--- src/rtl/imem_loader_if.sv ---
// Byte-stream source and instruction-memory write port of the loader.
// master = host/memory side, slave = loader.
interface imem_loader_if;
  logic        in_valid;
  logic [7:0]  in_data;
  logic        in_ready;
  logic        mem_we;
  logic [31:0] mem_addr;
  logic [31:0] mem_wdata;

  modport master (
    output in_valid, in_data,
    input  in_ready, mem_we, mem_addr, mem_wdata
  );

  modport slave (
    input  in_valid, in_data,
    output in_ready, mem_we, mem_addr, mem_wdata
  );
endinterface

--- src/rtl/imem_loader.sv ---
// Instruction-memory programmer: length-prefixed little-endian byte
// stream to consecutive word writes, checked by a trailing XOR byte.
module imem_loader #(
  parameter int DEPTH = 1024,
  parameter int CNT_W = 11
) (
  input  logic             clk,
  input  logic             rst,
  input  logic             start,
  imem_loader_if.slave     bus,
  output logic             cpu_hold,
  output logic             done,
  output logic             error,
  output logic [CNT_W-1:0] words_written
);

  typedef enum logic [2:0] {
    IDLE, LEN0, LEN1, DATA, CSUM
  } state_t;

  state_t           state;
  logic [7:0]       len_lo;
  logic [CNT_W-1:0] len;
  logic [1:0]       idx;
  logic [7:0]       csum;
  logic [23:0]      word;
  logic             fire;
  logic             last;
  logic [15:0]      n;

  assign fire = bus.in_valid & bus.in_ready;
  assign n    = {bus.in_data, len_lo};
  assign last = (words_written + CNT_W'(1)) == len;

  always_ff @(posedge clk or posedge rst) begin
    if (rst) begin
      state         <= IDLE;
      len_lo        <= '0;
      len           <= '0;
      idx           <= '0;
      csum          <= '0;
      word          <= '0;
      bus.in_ready  <= 1'b0;
      bus.mem_we    <= 1'b0;
      bus.mem_addr  <= '0;
      bus.mem_wdata <= '0;
      cpu_hold      <= 1'b0;
      done          <= 1'b0;
      error         <= 1'b0;
      words_written <= '0;
    end else begin
      bus.mem_we <= 1'b0;
      done       <= 1'b0;
      unique case (state)
        IDLE: begin
          if (start) begin
            state         <= LEN0;
            bus.in_ready  <= 1'b1;
            cpu_hold      <= 1'b1;
            error         <= 1'b0;
            words_written <= '0;
            idx           <= '0;
            csum          <= '0;
          end
        end
        LEN0: begin
          if (fire) begin
            len_lo <= bus.in_data;
            state  <= LEN1;
          end
        end
        LEN1: begin
          if (fire) begin
            if (n == 16'd0 || n > 16'(DEPTH)) begin
              error        <= 1'b1;
              state        <= IDLE;
              bus.in_ready <= 1'b0;
              cpu_hold     <= 1'b0;
            end else begin
              len   <= n[CNT_W-1:0];
              state <= DATA;
            end
          end
        end
        DATA: begin
          if (fire) begin
            csum <= csum ^ bus.in_data;
            idx  <= idx + 2'd1;
            if (idx == 2'd3) begin
              bus.mem_we    <= 1'b1;
              bus.mem_addr  <= {{(30-CNT_W){1'b0}}, words_written, 2'b00};
              bus.mem_wdata <= {bus.in_data, word};
              words_written <= words_written + CNT_W'(1);
              if (last) state <= CSUM;
            end else begin
              word[{idx, 3'b000} +: 8] <= bus.in_data;
            end
          end
        end
        CSUM: begin
          if (fire) begin
            if (bus.in_data == csum) done <= 1'b1;
            else error <= 1'b1;
            state        <= IDLE;
            bus.in_ready <= 1'b0;
            cpu_hold     <= 1'b0;
          end
        end
        default: state <= IDLE;
      endcase
    end
  end

endmodule

--- src/flat_wrapper.sv ---
// flat-port wrapper written by rule: the top's interface ports become plain ports
module imem_loader_flat 
#(
  parameter int DEPTH = 1024,
  parameter int CNT_W = 11
)
  (clk, rst, start, cpu_hold, done, error, words_written, bus_in_valid, bus_in_data, bus_in_ready, bus_mem_we, bus_mem_addr, bus_mem_wdata);
  imem_loader_if bus_i ();
  input  logic clk;
  input  logic rst;
  input  logic start;
  output logic cpu_hold;
  output logic done;
  output logic error;
  output logic [CNT_W-1:0] words_written;
  input wire logic [$bits(bus_i.in_valid)-1:0] bus_in_valid;
  input wire logic [$bits(bus_i.in_data)-1:0] bus_in_data;
  output wire logic [$bits(bus_i.in_ready)-1:0] bus_in_ready;
  output wire logic [$bits(bus_i.mem_we)-1:0] bus_mem_we;
  output wire logic [$bits(bus_i.mem_addr)-1:0] bus_mem_addr;
  output wire logic [$bits(bus_i.mem_wdata)-1:0] bus_mem_wdata;
  assign bus_i.in_valid = bus_in_valid;
  assign bus_i.in_data = bus_in_data;
  assign bus_in_ready = bus_i.in_ready;
  assign bus_mem_we = bus_i.mem_we;
  assign bus_mem_addr = bus_i.mem_addr;
  assign bus_mem_wdata = bus_i.mem_wdata;
  imem_loader #(.DEPTH(DEPTH), .CNT_W(CNT_W)) u_core (.clk(clk), .rst(rst), .start(start), .bus(bus_i), .cpu_hold(cpu_hold), .done(done), .error(error), .words_written(words_written));
endmodule
--- config.mk ---
export PLATFORM = sky130hd
export DESIGN_NAME = imem_loader_flat
export DESIGN_NICKNAME = d
export VERILOG_FILES = /design/src/rtl/imem_loader_if.sv /design/src/rtl/imem_loader.sv /design/src/flat_wrapper.sv
export SDC_FILE = /design/constraint.sdc
export NUM_CORES = 1
export LEC_CHECK = 0
export ABC_AREA = 0
export CAP_MARGIN = 10
export CORE_MARGIN = 3
export CORE_UTILIZATION = 53
export CTS_CLUSTER_DIAMETER = 60
export DETAILED_ROUTE_END_ITERATION = 8
export PLACE_DENSITY = 0.84
export REMOVE_ABC_BUFFERS = 1
export SLEW_MARGIN = 20
export SYNTH_ARGS = -nofsm -noshare
export SYNTH_HDL_FRONTEND = slang
export SYNTH_SLANG_ARGS = --single-unit
--- constraint.sdc ---
create_clock -name clk -period 4 [get_ports clk]
set_input_delay 0.4 -clock clk [delete_from_list [all_inputs] [get_ports clk]]
set_output_delay 0.4 -clock clk [all_outputs]
set_load 0.05 [all_outputs]
# Yosys cells after proc, flatten, opt, wreduce, memory -nomap -nowiden
# Index checks and enable logic that the tools add are counted.
dict set report totals {
  ff_bits 114
  input_bits 12
  out_inout_bits 80
  wordCells 90
}
dict set report classes {
  add_sub_neg 3
  order_cmp 1
  eq_ne 16
  n_shift 2
  n_mux 37
  bitwise 4
  reduce_logical 14
}
# op count
set op_table {}
lappend op_table {{$mux 11} 3}
lappend op_table {{$bwmux 24} 1}
lappend op_table {{$shift 8x7->24 const A} 1}
lappend op_table {{$shiftx 8x7->24} 1}
lappend op_table {{$pmux 11 s2} 1}
lappend op_table {{$mux 3} 7}
lappend op_table {{$gt 16x11->1 const B} 1}
lappend op_table {{$logic_not 16->1} 1}
lappend op_table {{$mux 8} 2}
lappend op_table {{$pmux 8 s2} 1}
lappend op_table {{$mux 1} 15}
lappend op_table {{$pmux 3 s5} 1}
lappend op_table {{$ne 2x1->1 const B} 7}
lappend op_table {{$reduce_and 3->1} 4}
lappend op_table {{$add 11x1->11 const B} 1}
lappend op_table {{$eq 11x11->1} 1}
lappend op_table {{$eq 8x8->1} 1}
lappend op_table {{$xor 8x8->8} 1}
lappend op_table {{$neg 5->7} 1}
lappend op_table {{$reduce_and 7->1} 1}
lappend op_table {{$eq 3x2->1 const B} 2}
lappend op_table {{$mux 2} 3}
lappend op_table {{$pmux 1 s3} 2}
lappend op_table {{$reduce_and 6->1} 1}
lappend op_table {{15 further kinds} 17}

# Longest topological paths before layout
dict set report logic_depth {
  ltp_word 6
  mapped_depth 9
  ltp_nobuf 7
}

# Least setup slack after synthesis
# OpenSTA, ideal clock, no wires.
dict set report synth_path {
  kind {reg2reg}
  from {register u_core.words_written[0]}
  to {register u_core.state[0]}
  setup_ns 0.134
  arrival_time_ns 2.532
  setup_slack_ns 1.335
  path_stages_with_launch 8
  path_buffers 0
  period_less_slack_ns 2.665
  cell_sequence {dfrtp_1 -> ha_1 -> xor2_1 -> a2111oi_2 -> o311ai_1 -> or4_4 -> nor4_2 -> o22ai_1}
}
dict set report synth_via {
  elab_chain_cells 4
}
# item line
set synth_rtl {}
lappend synth_rtl {{start, declared} imem_loader.sv:14} ;# output logic [CNT_W-1:0] words_written
lappend synth_rtl {{start signal, assigned} imem_loader.sv:93} ;# words_written <= words_written + CNT_W'(1);
lappend synth_rtl {{$add 11x1->11} imem_loader.sv:33} ;# assign last = (words_written + CNT_W'(1)) == len;
lappend synth_rtl {{$eq 11x11->1} imem_loader.sv:33}
lappend synth_rtl {{$ne 2x1->1 (no source line)} --}
lappend synth_rtl {{$reduce_and 7->1 (no source line)} --}
lappend synth_rtl {{end signal, assigned} imem_loader.sv:37} ;# state <= IDLE;
lappend synth_rtl {{end signal, assigned} imem_loader.sv:57} ;# state <= LEN0;
lappend synth_rtl {{end signal, assigned} imem_loader.sv:69} ;# state <= LEN1;
lappend synth_rtl {{end, declared} imem_loader.sv:21} ;# state_t state;
# No other way between the ends.
# A chain may end at the register's enable or synchronous reset.

# Final worst setup path
# Ends and elaborated chain as after synthesis.

==> impl_summary.txt <==
----------------------------------------------------
[Power and ir drop]
  P_leak ... 0.00306 µW
  Power dissipated by switching net loads ... 1190 µW
  Share of total power consumed by net switching ... 32.0%
  Logic gate share of total power ... 20.9%
  Peak supply drop ... 378 µV
  Internal power ... 2530 µW
  Clock group share of total power ... approximately 40%
  Cell area power density ... 555 nW/µm²
  Sequential cell fraction of total power ... 38.9%

[Run]
  # Max-Cap Violations ... 0

[Route]
  Met1 wire length ... 5130 µm
  Antenna Violating Nets Remaining ... 0
  Detailed-router iteration count before antenna repair ... 5
  Overall routed net length ... 12900 µm
  Post-DR vias/cell ... 5.69
  Met3 routed WL ... 856 µm
  Vias ... 4236
  Top Metal Used ... met4
  Drc violations ... 0
  Wire length on met2 ... 6600 µm
  Count of routing violations after the opening detailed-route iteration ... 368
  Average routed wire per standard cell ... ~17 µm

[Setup path]
  Cell chain of the critical path ... ha_1 > nand3_2 > o21ai_0 > or4b_2 > and3b_1 > nor4_2 > o22ai_1
  Capturing element type of the critical path ... register
  Top fanout value on the critical path ... 10
  Crit path kind ... register to register
  Worst-case register-to-register setup slack ... 1330 ps
  Critical path's top delay family ... simple AND/OR/NAND/NOR gates
  Data arrival, critical path ... roughly 3100 ps
  Worst path buffer plus inverter count ... 0
  Endpoint of the worst-slack reg-to-reg timing path ... u_core.state[0]
  CP Data Required Time ... 4390 ps
  Depth of the worst register-to-register path ... 7
  Delay of the slowest cell on the worst path ... 590 ps
  R2R Path Start ... u_core.words_written[0]
  Library cell contributing the largest single delay on the critical path ... sky130_fd_sc_hd__or4b_2
  Launching element type of the critical path ... register

[STA]
  Final Max Slew Viols ... 0
  Final Hold Vio Count ... 0
  Largest clock skew in the final design ... approximately 10 ps
  RSZ-0062 raised after global routing ... false
  Smallest setup slack after layout ... between 1000 and 1500 ps
  Timing-limited maximum frequency ... 375 MHz
  Final total negative setup slack ... 0 ps
  Shortest period the worst path allows ... 2670 ps
  Setup-violating endpoint count in the final report ... 0
  Final cycle utilization of the critical path ... between 60 and 70%
  Worst slew pin tran ... between 900 and 1000 ps
  Relative slew slack ... 36.6%

[Clock tree]
  Number of H-tree levels ... 4
  Master cell of the clock root buffer ... sky130_fd_sc_hd__clkbuf_8
  CTS tree ... done
  CTS Buf Count ... 17
  Clock Tree Buf Depth ... 2
  CTS hold repair buffers ... 0
  Clk sink count ... between 100 and 150
  CTS clk-pin slew, worst paths ... 60 ps
  Post-cts repair resize count ... 0
  Clk Latency, worst-skew pair ... 530 ps
  Count of buffers added by post-CTS timing repair for setup ... 0

[Layout]
  Nets ... 618
  Leading cell type in the layout, fill and taps excluded ... sky130_fd_sc_hd__nand2_1
  Multi-input combinational cell area ... 2310 µm²
  Number of filler cells placed in the layout ... 677
  Ant diodes ... 0
  Share of layout cells above drive strength 1 ... 15.2%
  Commonest cells after routing, fill and taps aside ... sky130_fd_sc_hd__nand2_1, sky130_fd_sc_hd__dfrtp_1, sky130_fd_sc_hd__clkdlybuf4s50_1
  Footprint of the flip-flops and latches ... 2850 µm²
  Layout-stage area growth over the synthesis result ... 23.7%

[Place]
  Weighted congestion reported at the end of routability-driven placement ... 0.859
  Port buffer count ... 70
  Setup Slack @ Placement ... 1210 ps
  HPWL after detailed placement ... around 8000 µm

[Floorplan]
  Height of the die ... 107 µm
  Row cnt ... 36
  Die Area ... 11500 µm²
  Top-Level Pins ... about 90
  Horizontal extent of the die ... 107 µm
  Placeable core area ... 9860 µm²
  Effective utilization at floorplan ... 54.9%

[Synth]
  Cells after Synth ... 538
  Distinct cell type count of the synthesized netlist ... 57
  Flip-flop cell with the highest count after synthesis ... sky130_fd_sc_hd__dfrtp_1
  Combined area of all synthesized cells ... around 5400 µm²
  Synth Register Bits ... about 110
  Syn. warnings ... 0
  Synthesized area divided by synthesized cell count ... between 10 and 15 µm²
  Number of enable flip-flop cells after synthesis ... 0
  Async S/R FF share, synth ... 100%
  Sequential-to-total area share from yosys stat ... 52.7%

[Global routing]
  Gr ovfl total ... 0
  Global-route wire length before repair ... 21400 µm
  Global router's overall resource usage ... 24.0%
  Maximum number of pins on one net before global-route repair ... 63
  Via count of the first global-routing pass ... between 4000 and 5000
  Number of antenna violations at the first check in global routing ... 0

[Run status]
  Outcome ... finished, final reports clean

[Worst hold path]
  Hold Path Class ... primary input to async pin

----------------------------------------------------
registers in the layout, summed over array words and instances, names as in the netlist:
register              count
u_core.bus.mem_wdata     32
u_core.word              24
u_core.len               11
u_core.len_lo             8
u_core.words_written     11
u_core.error              1
u_core.bus.mem_addr      11
u_core.bus.mem_we         1
u_core.bus.in_ready       1
u_core.csum               8
u_core.idx                2
u_core.state              3
u_core.done               1
power by group through the flow:
stage	registers, µW	logic [µW]	clock network, µW
6_report	1450	777	1490
5_1_grt	1460	851	1560
4_1_cts	1440	776	1510
3_5_place_dp	1450	754	0
3_3_place_gp	1450	724	0
2_1_floorplan	1510	456	0
kinds of logic (layout without fill, tap and decap cells):
family / after synthesis / after routing / share of synthesized area [%]
and+or+nand+nor: 199 / 199 / 16.8
DFF: 114 / 114 / 52.7
AOI/OAI and AO/OA: 94 / 94 / 10.4
buffers and inverters: 61 / 115 / 6.31
muxes: 44 / 44 / 9.13
xor gates and xnor gates: 19 / 19 / 3.21
adders and majority gates: 6 / 6 / 1.39
other: 1 / 21 / 0.0693
worst max path at each step:
stage | from | end | slack, ps | cells past startpoint
2_1_floorplan | u_core.bus.in_ready | u_core.bus.mem_wdata[23] | 150 | 5
3_3_place_gp | bus_in_valid | u_core.words_written[8] | 1310 | 8
3_5_place_dp | bus_in_valid | u_core.words_written[6] | 1210 | 8
4_1_cts | u_core.words_written[0] | u_core.state[0] | 1350 | 7
5_1_grt | u_core.words_written[0] | u_core.state[0] | 1110 | 7
6_report | u_core.words_written[0] | u_core.state[0] | 1330 | 7
per-layer routing:
layer | up-vias | global-route usage (%)
li1 | 1931 | -
met5 | - | 0
met3 | 35 | 6.08
met2 | 189 | 39.5
met1 | 2081 | 29.1
met4 | 0 | 12.7
cell usage after synthesis, types with 5 or more instances:
library cell,instances,share of area [%]
sky130_fd_sc_hd__nand3_1,9,0.83
sky130_fd_sc_hd__nand4_1,6,0.69
sky130_fd_sc_hd__a21oi_1,9,0.83
sky130_fd_sc_hd__nor2_1,21,1.5
sky130_fd_sc_hd__mux2_2,43,8.9
sky130_fd_sc_hd__nor2b_1,5,0.58
sky130_fd_sc_hd__xnor2_1,11,1.8
sky130_fd_sc_hd__and2_1,5,0.58
sky130_fd_sc_hd__inv_1,8,0.55
sky130_fd_sc_hd__clkbuf_1,20,1.4
sky130_fd_sc_hd__o21ai_0,62,5.7
sky130_fd_sc_hd__dfrtp_1,114,53
sky130_fd_sc_hd__nor4_1,6,0.69
sky130_fd_sc_hd__buf_4,24,3.3
sky130_fd_sc_hd__xor2_1,7,1.1
sky130_fd_sc_hd__nand2_1,122,8.5
sky130_fd_sc_hd__ha_1,6,1.4
cell type report:
cell class,count,area share (%)
tap,133,2.49
multi-input combinational,383,34.5
timing repair buffer,76,11.1
clock inverter,13,2.41
clock buffer,18,6.39
inverter,8,0.486
sequential,114,42.6
per-stage QoR:
stage	total power (µW)	area, µm²	util, %	instances	hold WS (ps)
after floorplan	1970	5180	-	505	444
after global routing	3880	6700	67.9	745	441
after detailed placement	2210	6100	61.8	714	462
final	3720	6700	67.9	745	386
after CTS	3730	6690	67.8	745	394
after global placement	2170	6100	61.8	714	458
(Power assumes the default switching activity.)
